===== config.mk =====
export PLATFORM = sky130hd
export DESIGN_NAME = menu_controller
export DESIGN_NICKNAME = d
export VERILOG_FILES = /design/src/rtl/menu_controller_pkg.sv /design/src/rtl/menu_controller_key_debounce.sv /design/src/rtl/menu_controller.sv
export SDC_FILE = /design/constraint.sdc
export NUM_CORES = 1
export LEC_CHECK = 0
export BUFFER_PORTS_ARGS = -buffer_cell sky130_fd_sc_hd__buf_2
export CAP_MARGIN = 20
export CELL_PAD_IN_SITES_DETAIL_PLACEMENT = 1
export CELL_PAD_IN_SITES_GLOBAL_PLACEMENT = 1
export CORE_MARGIN = 10
export CORE_UTILIZATION = 40
export CTS_CLUSTER_SIZE = 25
export DETAILED_ROUTE_END_ITERATION = 10
export PLACE_DENSITY = 0.72
export SYNTH_ARGS = -nofsm -noshare
export SYNTH_HDL_FRONTEND = slang
export SYNTH_HIERARCHICAL = 1
export SYNTH_SLANG_ARGS = --single-unit

===== constraint.sdc =====
create_clock -name Clock -period 1.85 [get_ports Clock]
set_input_delay 0.4625 -clock Clock [delete_from_list [all_inputs] [get_ports Clock]]
set_output_delay 0.4625 -clock Clock [all_outputs]
set_load 0.02 [all_outputs]

===== src/rtl/menu_controller_pkg.sv =====
// Shared definitions for the menu controller: FSM state encoding,
// display page codes and the browse-page advance helper.
package menu_controller_pkg;

    typedef enum logic [1:0] {
        BROWSE      = 2'd0,
        EDIT_PERSON = 2'd1,
        EDIT_ROOM   = 2'd2
    } menu_state_t;

    localparam logic [7:0] PAGE_FIRST       = 8'd0;
    localparam logic [7:0] PAGE_LAST        = 8'd7;
    localparam logic [7:0] PAGE_PERSON      = 8'd4;
    localparam logic [7:0] PAGE_ROOM        = 8'd5;
    localparam logic [7:0] PAGE_PERSON_EDIT = 8'd20;
    localparam logic [7:0] PAGE_ROOM_EDIT   = 8'd21;

    // Browse pages cycle 0..PAGE_LAST and wrap back to the first page.
    function automatic logic [7:0] next_page(input logic [7:0] page);
        if (page >= PAGE_LAST)
            return PAGE_FIRST;
        return page + 8'd1;
    endfunction

endpackage


===== src/rtl/menu_controller_key_debounce.sv =====
// One pushbutton: 2-flop synchronizer, counting debouncer, press edge.
// Ports: Clock, Reset (sync, active-high), key_n (raw, active-low),
//        press (one-cycle pulse when the debounced key becomes pressed).
module key_debounce #(
    parameter int DEBOUNCE_CYCLES = 500000
) (
    input  logic Clock,
    input  logic Reset,
    input  logic key_n,
    output logic press
);

    localparam int CW = (DEBOUNCE_CYCLES > 1) ? $clog2(DEBOUNCE_CYCLES) : 1;
    localparam logic [CW-1:0] LAST = CW'(DEBOUNCE_CYCLES - 1);

    logic          sync_a;
    logic          sync_b;
    logic          stable;
    logic [CW-1:0] count;
    logic          raw_pressed;
    logic          differ;
    logic          accept;

    assign raw_pressed = ~sync_b;
    assign differ      = raw_pressed != stable;
    assign accept      = differ && (count == LAST);

    // The synchronizer resets to the released (high) level so a key held
    // through reset is seen as a fresh press once it has been stable.
    always_ff @(posedge Clock) begin
        if (Reset) begin
            sync_a <= 1'b1;
            sync_b <= 1'b1;
        end else begin
            sync_a <= key_n;
            sync_b <= sync_a;
        end
    end

    // Any cycle where the synchronized level matches the stable level
    // restarts the count, so bounces never accumulate.
    always_ff @(posedge Clock) begin
        if (Reset) begin
            stable <= 1'b0;
            count  <= '0;
            press  <= 1'b0;
        end else begin
            press <= accept && raw_pressed;
            if (!differ) begin
                count <= '0;
            end else if (accept) begin
                stable <= raw_pressed;
                count  <= '0;
            end else begin
                count <= count + CW'(1);
            end
        end
    end

endmodule


===== src/rtl/menu_controller.sv =====
// Three-key menu controller: browse pages, enter/leave edit pages,
// and emit increment pulses while editing.
// Ports: Clock, Reset (sync, active-high), KeyNext_n/KeySelect_n/KeyUp_n
//        (raw active-low buttons), Selector (page code), Increment
//        (one-cycle pulse per Up in edit), EditMode (high in edit states).
module menu_controller
    import menu_controller_pkg::*;
#(
    parameter int DEBOUNCE_CYCLES = 500000
) (
    input  logic       Clock,
    input  logic       Reset,
    input  logic       KeyNext_n,
    input  logic       KeySelect_n,
    input  logic       KeyUp_n,
    output logic [7:0] Selector,
    output logic       Increment,
    output logic       EditMode
);

    logic        next_press;
    logic        select_press;
    logic        up_press;
    logic        do_select;
    logic        do_next;
    logic        do_up;
    menu_state_t state;
    menu_state_t state_next;
    logic [7:0]  selector_next;
    logic        increment_next;

    key_debounce #(.DEBOUNCE_CYCLES(DEBOUNCE_CYCLES)) u_next (
        .Clock (Clock),
        .Reset (Reset),
        .key_n (KeyNext_n),
        .press (next_press)
    );

    key_debounce #(.DEBOUNCE_CYCLES(DEBOUNCE_CYCLES)) u_select (
        .Clock (Clock),
        .Reset (Reset),
        .key_n (KeySelect_n),
        .press (select_press)
    );

    key_debounce #(.DEBOUNCE_CYCLES(DEBOUNCE_CYCLES)) u_up (
        .Clock (Clock),
        .Reset (Reset),
        .key_n (KeyUp_n),
        .press (up_press)
    );

    // Priority masking: at most one press is acted on per cycle.
    assign do_select = select_press;
    assign do_next   = next_press & ~select_press;
    assign do_up     = up_press & ~next_press & ~select_press;

    always_ff @(posedge Clock) begin
        if (Reset) begin
            state     <= BROWSE;
            Selector  <= PAGE_FIRST;
            Increment <= 1'b0;
            EditMode  <= 1'b0;
        end else begin
            state     <= state_next;
            Selector  <= selector_next;
            Increment <= increment_next;
            EditMode  <= (state_next != BROWSE);
        end
    end

    always_comb begin
        state_next     = state;
        selector_next  = Selector;
        increment_next = 1'b0;
        unique case (1'b1)
            do_select: begin
                unique case (state)
                    BROWSE: begin
                        if (Selector == PAGE_PERSON) begin
                            state_next    = EDIT_PERSON;
                            selector_next = PAGE_PERSON_EDIT;
                        end else if (Selector == PAGE_ROOM) begin
                            state_next    = EDIT_ROOM;
                            selector_next = PAGE_ROOM_EDIT;
                        end
                    end
                    EDIT_PERSON: begin
                        state_next    = BROWSE;
                        selector_next = PAGE_PERSON;
                    end
                    EDIT_ROOM: begin
                        state_next    = BROWSE;
                        selector_next = PAGE_ROOM;
                    end
                    default: begin
                        state_next    = BROWSE;
                        selector_next = PAGE_FIRST;
                    end
                endcase
            end
            do_next: begin
                if (state == BROWSE)
                    selector_next = next_page(Selector);
            end
            do_up: begin
                increment_next = (state != BROWSE);
            end
            default: ;
        endcase
    end

endmodule


# == Yosys cells after proc, flatten, opt, wreduce, memory -nomap -nowiden ==
# Cells that the tools add are included.
# op_classes
n_addsub,4
mul,0
n_bitwise,12
shift,0
muxes,14
n_reduce_logical,18
order_cmp,1
eq_ne,12
n_div,0
# ops
operator,n
19-bit by 1-bit adder with 19-bit output (second input constant),3
19-bit == test (second input constant),3
8-bit 2-to-1 mux,5
8-bit case mux with 3 select lines,1
8-bit by 3-bit == test with 1-bit output (second input constant),2
8-bit case mux with 2 select lines,1
1-bit NOT,9
3-bit OR reduction,3
8-bit by 1-bit adder with 8-bit output (second input constant),1
8-bit by 3-bit greater-or-equal comparator with 1-bit output (second input constant),1
2-bit 2-to-1 mux,4
1-bit logical AND,6
2-bit AND reduction,3
2-bit nonzero test,3
4-bit inequality test (second input constant),1
1-bit bitwise AND,3
1-bit 2-to-1 mux,3
1-bit inequality test,3
3-bit AND reduction,1
2-bit by 1-bit == test with 1-bit output (second input constant),1
2-bit == test (second input constant),1
2-bit zero test,1
2-bit by 1-bit inequality test with 1-bit output (second input constant),1
2-bit OR reduction,1
# totals
mem_bits_ro,0
inputBits,5
reg_bits,81
n_memories,0
latch_bits,0
ram_bits,0
output_inout_bits,10

# == Logic depth before layout (Yosys ltp) ==
# Gate-level depths: netlist of the first run.
# logic_depth
word_depth,7
ltp_mapped,6
ltp_nobuf,6

# == Cells and area by module ==
# The synthesis of the first run kept the hierarchy.
# by_module_without_submodules
mod,area_each_um2,instances,cells_per_inst,seq_area_each_um2
key_debounce,1048.5,3,117,460.4
menu_controller,658.1,1,72,240.2

# == Worst setup path after synthesis of the first run ==
# Ideal clock, no wire load.
# synth_timing
path_type,register to register
startpoint,register Selector[0]
endpoint,register Selector[0]
t_arrival_ps,1549
path_stages_with_launch,6
required_ps,1762
path_slack_ps,213
period_less_slack_ps,1637
cell_sequence,dfxtp_1 > inv_1 > ha_1 > and2b_2 > a311o_1 > a311oi_2
# synth_between
elab_chain_cells,7
word_cells_on_any_way,14
# synth_rtl
element,line,source
"start, declared",menu_controller.sv:16,"output logic [7:0] Selector,"
"start signal, assigned",menu_controller.sv:66,Selector <= selector_next;
8-bit by 3-bit greater-or-equal comparator with 1-bit output,menu_controller_pkg.sv:20,if (page >= PAGE_LAST)
1-bit 2-to-1 mux,menu_controller_pkg.sv:20,
1-bit 2-to-1 mux,menu_controller.sv:103,if (state == BROWSE)
1-bit 2-to-1 mux,menu_controller.sv:76,unique case (1'b1)
8-bit 2-to-1 mux,menu_controller_pkg.sv:22,return page + 8'd1;
8-bit 2-to-1 mux,menu_controller.sv:103,
8-bit case mux with 2 select lines,menu_controller.sv:76,
# Parallel ways exist; a longest one is shown, timed or not. The select of a mux whose other input is x is not followed.
# A chain may end at the register's enable or synchronous reset.

# == Final worst setup path of the first run ==
# layout_timing
startpoint,register u_select.count[0]
endpoint,register u_select.count[17]
# layout_between
elab_chain_cells,3
word_cells_on_any_way,4
# layout_rtl
element,line,source
"start, declared",menu_controller_key_debounce.sv:19,logic [CW-1:0] count;
"start signal, assigned",menu_controller_key_debounce.sv:55,count <= count + CW'(1);
branches (longest 3 deep; another with 19-bit by 1-bit adder with 19-bit output),--,
# Parallel ways; which one is timed is not known.

==> results of run 1 <==
==> worst min-delay path by stage <==
stage	from	to	slack, ps	cells past startpoint
finish	KeyNext_n	u_next/sync_a	290	2
floorplan	u_next/sync_a	u_next/sync_b	390	1
global placement	u_up/sync_a	u_up/sync_b	390	1
detailed placement	u_select/sync_a	u_select/sync_b	400	1
CTS	KeyNext_n	u_next/sync_a	280	2
global route	KeyNext_n	u_next/sync_a	280	2
==> logic make-up after synthesis <==
family                   share of synthesized area, %
AO/OA/AOI/OAI                                    6.25
multiplexers                                    0.559
XOR/XNOR                                         11.3
AND/OR/NAND/NOR                                  34.6
flip-flops                                       42.6
buffers and inverters                            2.66
adder cells (fa/ha/maj)                          1.97
==> flip-flops by register name, indices dropped and copies added (netlist names), 2 cells and up <==
signal / flops
u_next/count: 19
u_select/count: 19
u_up/count: 19
Selector: 8
state: 2
==> routing by layer <==
metal,up-vias,GRT usage (%)
li1,1560,-
met1,1494,16.7
met2,23,20.7
met3,7,3.07
met4,0,4.95
met5,-,0
==> Yosys cell counts, drive strengths merged <==
library cell,instances,area [sq um]
a31oi,2,12.5
inv,9,33.8
and2,3,18.8
a41o,3,30.0
nand2,25,93.8
o21ai,6,41.3
or2,10,62.6
and2b,2,17.5
clkbuf,8,30.0
dfxtp,81,1620
a311o,1,10.0
nand4b,1,8.76
and4,7,62.6
xor2,19,166
o221ai,3,26.3
nor3,18,105
and3,10,62.6
nor3b,2,15.0
xnor2,30,263
nor4,15,93.8
and4b,3,32.5
mux2i,1,10.0
ha,6,75.1
or4,4,33.8
nor2,65,244
o211ai,3,22.5
mux2,1,11.3
nand3,23,115
nand4,26,226
a311oi,1,15.0
buf,6,37.5
nand2b,1,6.26
or4b,3,30.0
nor2b,2,12.5
a211oi,2,15.0
nor4b,8,76.3
a21oi,13,65.1
==> per-stage QoR <==
step / hold slack [ps] / power [uW] / cell area [sq um]
floorplan: 389 / 1820 / 3800
global placement: 393 / 1840 / 4090
detailed placement: 402 / 1840 / 4090
CTS: 282 / 3280 / 4310
global route: 280 / 3390 / 4310
finish: 294 / 3230 / 4310
==> cell type report <==
class | instances | area share (%)
Multi-Input combinational cell | 319 | 48.2
Clock buffer | 12 | 3.36
Timing Repair Buffer | 29 | 4.52
Inverter | 9 | 0.783
Tap cell | 129 | 3.74
Clock inverter | 4 | 1.77
Sequential cell | 81 | 37.6
==> power breakdown <==
part | internal, uW | switching, uW | leakage [uW] | total (uW)
Combinational | 18.7 | 25.4 | 0.000693 | 44.1
Sequential | 1750 | 6.27 | 0.000654 | 1760
Clock | 801 | 632 | 0.000107 | 1430
Total | 2570 | 664 | 0.00145 | 3230
==> worst max-delay path: stages, from the launching register on <==
cell and delay [ps]:
dfxtp_1 430, ha_1 260, and4_1 310, nand4_1 160, o21ai_2 190, buf_4 190, a21oi_1 50
==> results.yml, run 1 <==
clocking:
  cts_hold_buf: 0
  cts_buffer_depth: 2
  cts_resized: 0
  clk_pin_slew_ps: 80
  postCtsSetupBuffers: 0
  cts_made_buffers: 9
  clkLatencyLatePin_ps: 350
  clkSinkCount: 81
  htreeDepth: 3
  cts_tree: "yes"
  root_buffer: "clkbuf_8"
run_status:
  outcome: "finished clean"
global_route:
  grt_pass1_vias: 3206
  grt_overflow: 0
  antenna_found_initial: 0
  grt_max_degree: 19
  track_usage_pct: 13.1
  grt_pass1_wl_mm: 15.6
placed_design:
  io_buffers: 14
  globalplace.congestion: 0.807
  hpwlAfterDp_mm: 6.33
  place_inst: 567
  post-place-ws_ps: 182
floorplanning:
  core_sq_mm: 0.00924
  fp.dieW_um: 118
  die_h_um: 118
  initial_core_util_pct: 41.2
  fp-row-count: 35
  pin_count: 15
  fp.dieArea_sq_mm: 0.0138
finish:
  nets: 460
  fin_util_pct: 46.7
  area_growth_syn_to_layout_pct: 13.4
  regArea_sq_mm: 0.00162
  final_cells: 583
  mostFrequentLayoutCell: "dfxtp_1"
  drive_gt1_share_pct: 15.6
  multi_input_area_sq_mm: 0.00208
  diodes: 0
  mostFrequentLayoutCells: "dfxtp_1 (81), nor2_1 (65), xnor2_1 (30)"
  nFillCells: 1089
timing:
  fin_setup_tns_ps: 0
  timing.fmax_mhz: 590
  fin_crit_sh_pct: 91.7
  clock_skew_ps: 9.65
  hold_violations: 0
  rsz0062_at_grt: "false"
  period_needed_ps: 1700
  setup_ws_ps: 154
  setup_viol: 0
  slew-limit-headroom_pct: 64.7
  drv_slew: 0
  tightest_slew_ps: 522
worst_setup_path:
  reg2reg_depth: 6
  crit_end: "u_select/count[17]"
  startpoint_type: "flip-flop"
  r2r_slack_ps: 150
  critPathMaxFanout: 10
  worstReg2RegEnd: "u_select/count[17]"
  worst_ep_required_time_ps: 2090
  critPathCaptureType: "flip-flop"
  worstReg2RegStart: "u_select/count[0]"
  worstSetupStartpoint: "u_select/count[0]"
  path_class: "reg -> reg"
  critPathArrivalTime_ps: 1930
power_and_ir_drop:
  power_density_mw_per_mm2: 749
  ir_drop_v: 0.000332
  leakagePower_uw: 0.00145
routing:
  wl_met1_mm: 4.25
  vias_per_cell: 5.29
  drc: 0
  avgRoutedWirePerCell_um: 14.8
  ant_nets: 0
  drt_iter0_markers: 114
  wl_met2_mm: 4.10
  top_layer: "met4"
  wl_met3_um: 212
  num_vias: 3084
  routed_wl_mm: 8.65
  first_pass_iters: 4
job:
  cap_viol_max_count: 0
synthesis:
  netlist_area_sq_mm: 0.00380
  ys_seq_area_share_pct: 42.6
  yosysWarnings: 6
  synth-seq-cells: 81
  netlist-cell-type-count: 47
  syn_avg_cell_area_sq_um: 8.99
  syn-num-nets: 434
  syn_inst: 423
hold_path:
  hp-class: "in -> reg"
Note: power is estimated with default switching activity, not from simulation.
==> inputs of run 2 (changes only) <==
--- a/config.mk
+++ b/config.mk
@@ -11,6 +11,7 @@
 export CELL_PAD_IN_SITES_GLOBAL_PLACEMENT = 1
 export CORE_MARGIN = 10
 export CORE_UTILIZATION = 40
+export CTS_BUF_LIST = sky130_fd_sc_hd__clkbuf_4 sky130_fd_sc_hd__clkbuf_8
 export CTS_CLUSTER_SIZE = 25
 export DETAILED_ROUTE_END_ITERATION = 10
 export PLACE_DENSITY = 0.72
==> run 2 against run 1 <==
Total power rose by 1.2%; first-iteration DRC count increased by 7.9%; maximum frequency is 1.6% lower; non-clock buffer count unchanged; core utilization grew 0.081 points; worst setup slack got worse by 27 ps; sequential cell count did not move; largest cell class unchanged.
==> results.yml, run 2 (same netlist as run 1, synthesis figures left out) <==
run_status:
  outcome: "finished clean"
hold_path:
  holdPathEnd: "u_next/sync_a"
  hold_start: "KeyNext_n"
  whs_path_depth: 2
  hp-class: "in -> reg"
worst_setup_path:
  worst_ep_required_time_ps: 2090
  path_cells: "ha_1, and4_1, and4_1, nand3_1, nor4_1"
  worstReg2RegEnd: "u_up/press"
  critPathArrivalTime_ps: 1960
  reg2reg_depth: 5
  critPathMaxFanout: 5
  path_class: "reg -> reg"
  r2r_slack_ps: 130
  critPathCaptureType: "flip-flop"
  slowest_stage: "dfxtp_1"
  startpoint_type: "flip-flop"
  path_common_cell: "and4_1"
  worstReg2RegStart: "u_up/count[0]"
  critical_path.max_stage_delay_ps: 430
timing:
  fin_setup_tns_ps: 0
  rsz0062_at_grt: "false"
  setup_viol: 0
  hold_violations: 0
  period_needed_ps: 1720
  setup_ws_ps: 127
  timing.fmax_mhz: 580
  fin_crit_sh_pct: 93.1
  tightest_slew_ps: 497
  clock_skew_ps: 14.0
  slew-limit-headroom_pct: 66.4
  drv_slew: 0
  hold_ws_ps: 290
floorplanning:
  fp.dieW_um: 118
  core_sq_mm: 0.00924
  fp-row-count: 35
  pin_count: 15
  initial_core_util_pct: 41.2
  fp.dieArea_sq_mm: 0.0138
  die_h_um: 118
clocking:
  clkSinkCount: 81
  postCtsSetupBuffers: 0
  cts_made_buffers: 9
  cts_hold_buf: 0
  root_buffer: "clkbuf_8"
  cts_resized: 0
  htreeDepth: 3
  cts_buffer_depth: 2
  clk_pin_slew_ps: 80
  cts_tree: "yes"
  clkLatencyLatePin_ps: 360
power_and_ir_drop:
  leakagePower_uw: 0.00146
  power_density_mw_per_mm2: 757
  power_uw: 3270
  ir_drop_v: 0.000337
global_route:
  grt_pass1_wl_mm: 15.6
  grt_pass1_vias: 3207
  antenna_found_initial: 0
  grt_overflow: 0
  track_usage_pct: 13.1
  grt_max_degree: 19
routing:
  ant_nets: 0
  drc: 0
  drt_iter0_markers: 123
  num_vias: 3106
  avgRoutedWirePerCell_um: 15.0
  routed_wl_mm: 8.72
  vias_per_cell: 5.33
  first_pass_iters: 4
placed_design:
  post-place-ws_ps: 182
  place_inst: 567
  hpwlAfterDp_mm: 6.33
  globalplace.congestion: 0.807
  io_buffers: 14
finish:
  nets: 460
  area_growth_syn_to_layout_pct: 13.6
  diodes: 0
  final_cells: 583
  mostFrequentLayoutCells: "dfxtp_1 (81), nor2_1 (65), xnor2_1 (30)"
  mostFrequentLayoutCell: "dfxtp_1"
  drive_gt1_share_pct: 16.1
  reg_top3: "u_next/count (19), u_select/count (19), u_up/count (19)"
job:
  cap_viol_max_count: 0
-- run 2: cell counts in the layout (fill, tap and decap cells not counted) --
No cell type changed its count.
-- run 2: critical path: cells and delay by family, from the launching register on --
family / cells / cell delay [ps]
fa+ha+maj: 1 / 270
flops: 1 / 430
simple gates: 4 / 920
-- run 2: worst max-delay path by stage --
stage                     cells after the start                  to               from
after detailed placement                      5          u_up/press      u_up/count[0]
after CTS                                     4  u_select/count[17]  u_select/count[5]
final                                         5          u_up/press      u_up/count[0]
after global placement                        5          u_up/press      u_up/count[0]
after global routing                          6  u_select/count[17]  u_select/count[0]
after floorplan                               5         Selector[0]        Selector[0]
-- run 2: final cells by class --
type | count | area [sq um]
Fill cell | 1091 | 4920
Multi-Input combinational cell | 319 | 2080
Clock inverter | 4 | 76.3
Timing Repair Buffer | 29 | 195
Inverter | 9 | 33.8
Sequential cell | 81 | 1620
Clock buffer | 12 | 153
Tap cell | 129 | 161
-- run 2: metal layers --
metal  wire (um)  vias to the layer above  global-route usage (%)  share of wire, %
li1            -                     1564                       -                 -
met1        4310                     1508                    16.8                49
met2        4100                       23                    20.7                47
met3         197                       11                    3.07               2.3
met4         110                        0                    4.95               1.3
met5           0                        -                       0                 0
-- run 2: metrics by stage --
stage	util [%]	instance area [sq um]
6_report	46.8	4320
5_1_grt	46.8	4320
4_1_cts	46.8	4320
3_5_place_dp	44.3	4090
3_3_place_gp	44.3	4090
2_1_floorplan	-	3800
-- run 2: power by group --
group / internal [uW] / switching, uW
Sequential: 1750 / 6.29
Clock: 830 / 641
Combinational: 18.7 / 25.6
==> inputs of run 3 (changes only) <==
--- a/config.mk
+++ b/config.mk
@@ -14,8 +14,7 @@
 export CTS_BUF_LIST = sky130_fd_sc_hd__clkbuf_4 sky130_fd_sc_hd__clkbuf_8
 export CTS_CLUSTER_SIZE = 25
 export DETAILED_ROUTE_END_ITERATION = 10
-export PLACE_DENSITY = 0.72
+export PLACE_DENSITY = 0.73
 export SYNTH_ARGS = -nofsm -noshare
 export SYNTH_HDL_FRONTEND = slang
-export SYNTH_HIERARCHICAL = 1
 export SYNTH_SLANG_ARGS = --single-unit
==> run 3 against run 2 <==
Clock skew barely moved; first-iteration DRC count up 21%; sequential share of layout area shrank 0.10 points; global-route usage up 0.75 points; non-clock buffer count up 18; via count up 1.9%; clock power decreased by 16%; design area increased by 0.67%; critical path type unchanged; critical endpoint is now Selector[2]; largest cell class unchanged.
==> results.yml, run 3 <==
run_status:
  outcome: "finished clean"
synthesis:
  syn_inst: 417
  netlist.area_leader.share_pct: 43.6
  syn-num-nets: 428
  yosysTopAreaCell: "dfxtp_1"
  synth_async_sr_flop_share_pct: 0
  syn_avg_cell_area_sq_um: 8.91
  yosysWarnings: 0
  ys_seq_area_share_pct: 43.6
  synth_area_leaders: "dfxtp_1 (44%), xnor2_1 (6.1%), nor2_1 (5.4%), xor2_1 (3.8%), nand4_1 (3.2%)"
  synth_top_flop_cell: "dfxtp_1"
  synth-edff-count: 0
  netlist_area_sq_mm: 0.00372
  netlist-cell-type-count: 55
  yosys.cell_count.top_type: "dfxtp_1"
  synth-seq-cells: 81
  synth_common_cells: "dfxtp_1 (81), nor2_1 (53), xnor2_1 (26), nand3_1 (23), a21oi_1 (21)"
placed_design:
  place_inst: 562
  globalplace.congestion: 0.857
  io_buffers: 14
  hpwlAfterDp_mm: 6.29
worst_setup_path:
  slowest_stage: "or4_4"
  critPathMaxFanout: 4
  worst_ep_required_time_ps: 2090
  critPathArrivalTime_ps: 2030
  reg2reg_depth: 4
  worstSetupStartpoint: "Selector[4]"
  crit_end: "Selector[2]"
  path_class: "reg -> reg"
  critPathCaptureType: "flip-flop"
  startpoint_type: "flip-flop"
  r2r_slack_ps: 50
  worstReg2RegEnd: "Selector[2]"
  path_cells: "or4_4, o311a_1, nor4_2, nor3_1"
  worstReg2RegStart: "Selector[4]"
  critical_path.max_stage_delay_ps: 570
timing:
  rsz0062_at_grt: "true"
  hold_violations: 0
  timing.fmax_mhz: 557
  slew-limit-headroom_pct: 71.1
  clock_skew_ps: 14.4
  tightest_slew_ps: 430
  drv_slew: 0
  period_needed_ps: 1800
  fin_crit_sh_pct: 97.1
  setup_viol: 0
finish:
  area_growth_syn_to_layout_pct: 17.1
  final_cells: 577
  mostFrequentLayoutCells: "dfxtp_1 (76), nor2_1 (53), buf_4 (31)"
  drive_gt1_share_pct: 20.2
  diodes: 0
  nets: 473
  reg_top3: "u_next.count (19), u_select.count (19), u_up.count (19)"
  mostFrequentLayoutCell: "dfxtp_1"
hold_path:
  hold_start: "KeyNext_n"
  hp-class: "in -> reg"
global_route:
  grt_pass1_vias: 3252
  grt_max_degree: 20
  grt_pass1_wl_mm: 15.4
  track_usage_pct: 13.8
  grt_overflow: 0
  antenna_found_initial: 0
clocking:
  root_buffer: "clkbuf_8"
  clkLatencyLatePin_ps: 350
  postCtsSetupBuffers: 0
  cts_made_buffers: 9
  cts_hold_buf: 0
  htreeDepth: 3
  cts_buffer_depth: 2
  cts_tree: "yes"
  clk_pin_slew_ps: 90
  clkSinkCount: 81
routing:
  drc: 0
  avgRoutedWirePerCell_um: 15.1
  drt_iter0_markers: 149
  first_pass_iters: 4
  vias_per_cell: 5.49
  ant_nets: 0
  routed_wl_mm: 8.70
  num_vias: 3166
floorplanning:
  core_sq_mm: 0.00915
  fp.dieW_um: 116
  initial_core_util_pct: 40.6
  pin_count: 15
  fp.dieArea_sq_mm: 0.0135
  fp-row-count: 35
  die_h_um: 116
power_and_ir_drop:
  power_density_mw_per_mm2: 696
  swShare_pct: 21.7
  power_frac_seq_pct: 57.9
  power_uw: 3030
  p_clk_share_pct: 40.6
  leakagePower_uw: 0.00143
  ir_drop_v: 0.000305
  combinationalPowerShare_pct: 1.5
  p_switching_uw: 656
  p_int_uw: 2370
job:
  cap_viol_max_count: 0
run 3: cell families after synthesis:
kind of cell	Yosys count	synth area share, %
flip-flops	81	43.6
AO/OA/AOI/OAI	54	10.0
adder cells (fa/ha/maj)	6	2.02
XOR/XNOR	42	9.90
AND/OR/NAND/NOR	211	31.7
buffers and inverters	23	2.73
run 3: layer usage:
layer	vias up	routed length, um	track usage [%]
met5	-	0	0
met4	0	105	5.09
met3	10	285	3.13
met2	31	4160	22.5
met1	1530	4150	17.4
li1	1595	-	-
run 3: stage by stage:
| step | utilization (%) | setup TNS (ps) | cell area, sq um | setup WS [ps] | hold WS [ps] |
|---|---|---|---|---|---|
| 5_1_grt | 47.5 | -18.4 | 4350 | -17.2 | 279 |
| 3_5_place_dp | 45.2 | 0 | 4130 | 47.3 | 407 |
| 6_report | 47.5 | 0 | 4350 | 53.9 | 290 |
| 4_1_cts | 47.2 | 0 | 4320 | 23.7 | 280 |
| 3_3_place_gp | 45.2 | 0 | 4130 | 103 | 395 |
| 2_1_floorplan | - | 0 | 3720 | 0.334 | 389 |
run 3: critical path: cells and delay by family (launching register included):
kind            cells  cell delay (ps)
simple gates        3              930
flops               1              320
compound gates      1              430
run 3: worst min path at each step:
stage                                  to  slack (ps)  cells after the start
after floorplan             u_next.sync_b         390                      1
after global placement    u_select.sync_b         400                      1
after detailed placement    u_next.sync_b         410                      1
after CTS                   u_next.sync_a         280                      2
after global routing        u_next.sync_a         280                      2
final                       u_next.sync_a         290                      2
run 3: area by class of cell:
cell class / count / area [sq um]
Clock buffer: 13 / 173
Clock inverter: 2 / 12.5
Fill cell: 1089 / 4800
Inverter: 10 / 37.5
Multi-Input combinational cell: 313 / 2020
Sequential cell: 81 / 1630
Tap cell: 111 / 139
Timing Repair Buffer: 47 / 343
run 3: repair_timing:
item / in CTS / in global routing
pin swaps: 1 / 0
resized for setup: 0 / 10
setup endpoints to repair: 1 / 8
cloned: 0 / 0
run 3: power groups by stage:
| stage | sequential [uW] | combinational, uW | clock (uW) |
|---|---|---|---|
| 2_1_floorplan | 1790 | 26.4 | 0 |
| 3_3_place_gp | 1800 | 43.4 | 0 |
| 3_5_place_dp | 1800 | 44.6 | 0 |
| 4_1_cts | 1750 | 45.2 | 1270 |
| 5_1_grt | 1760 | 49.7 | 1360 |
| 6_report | 1750 | 44.3 | 1230 |
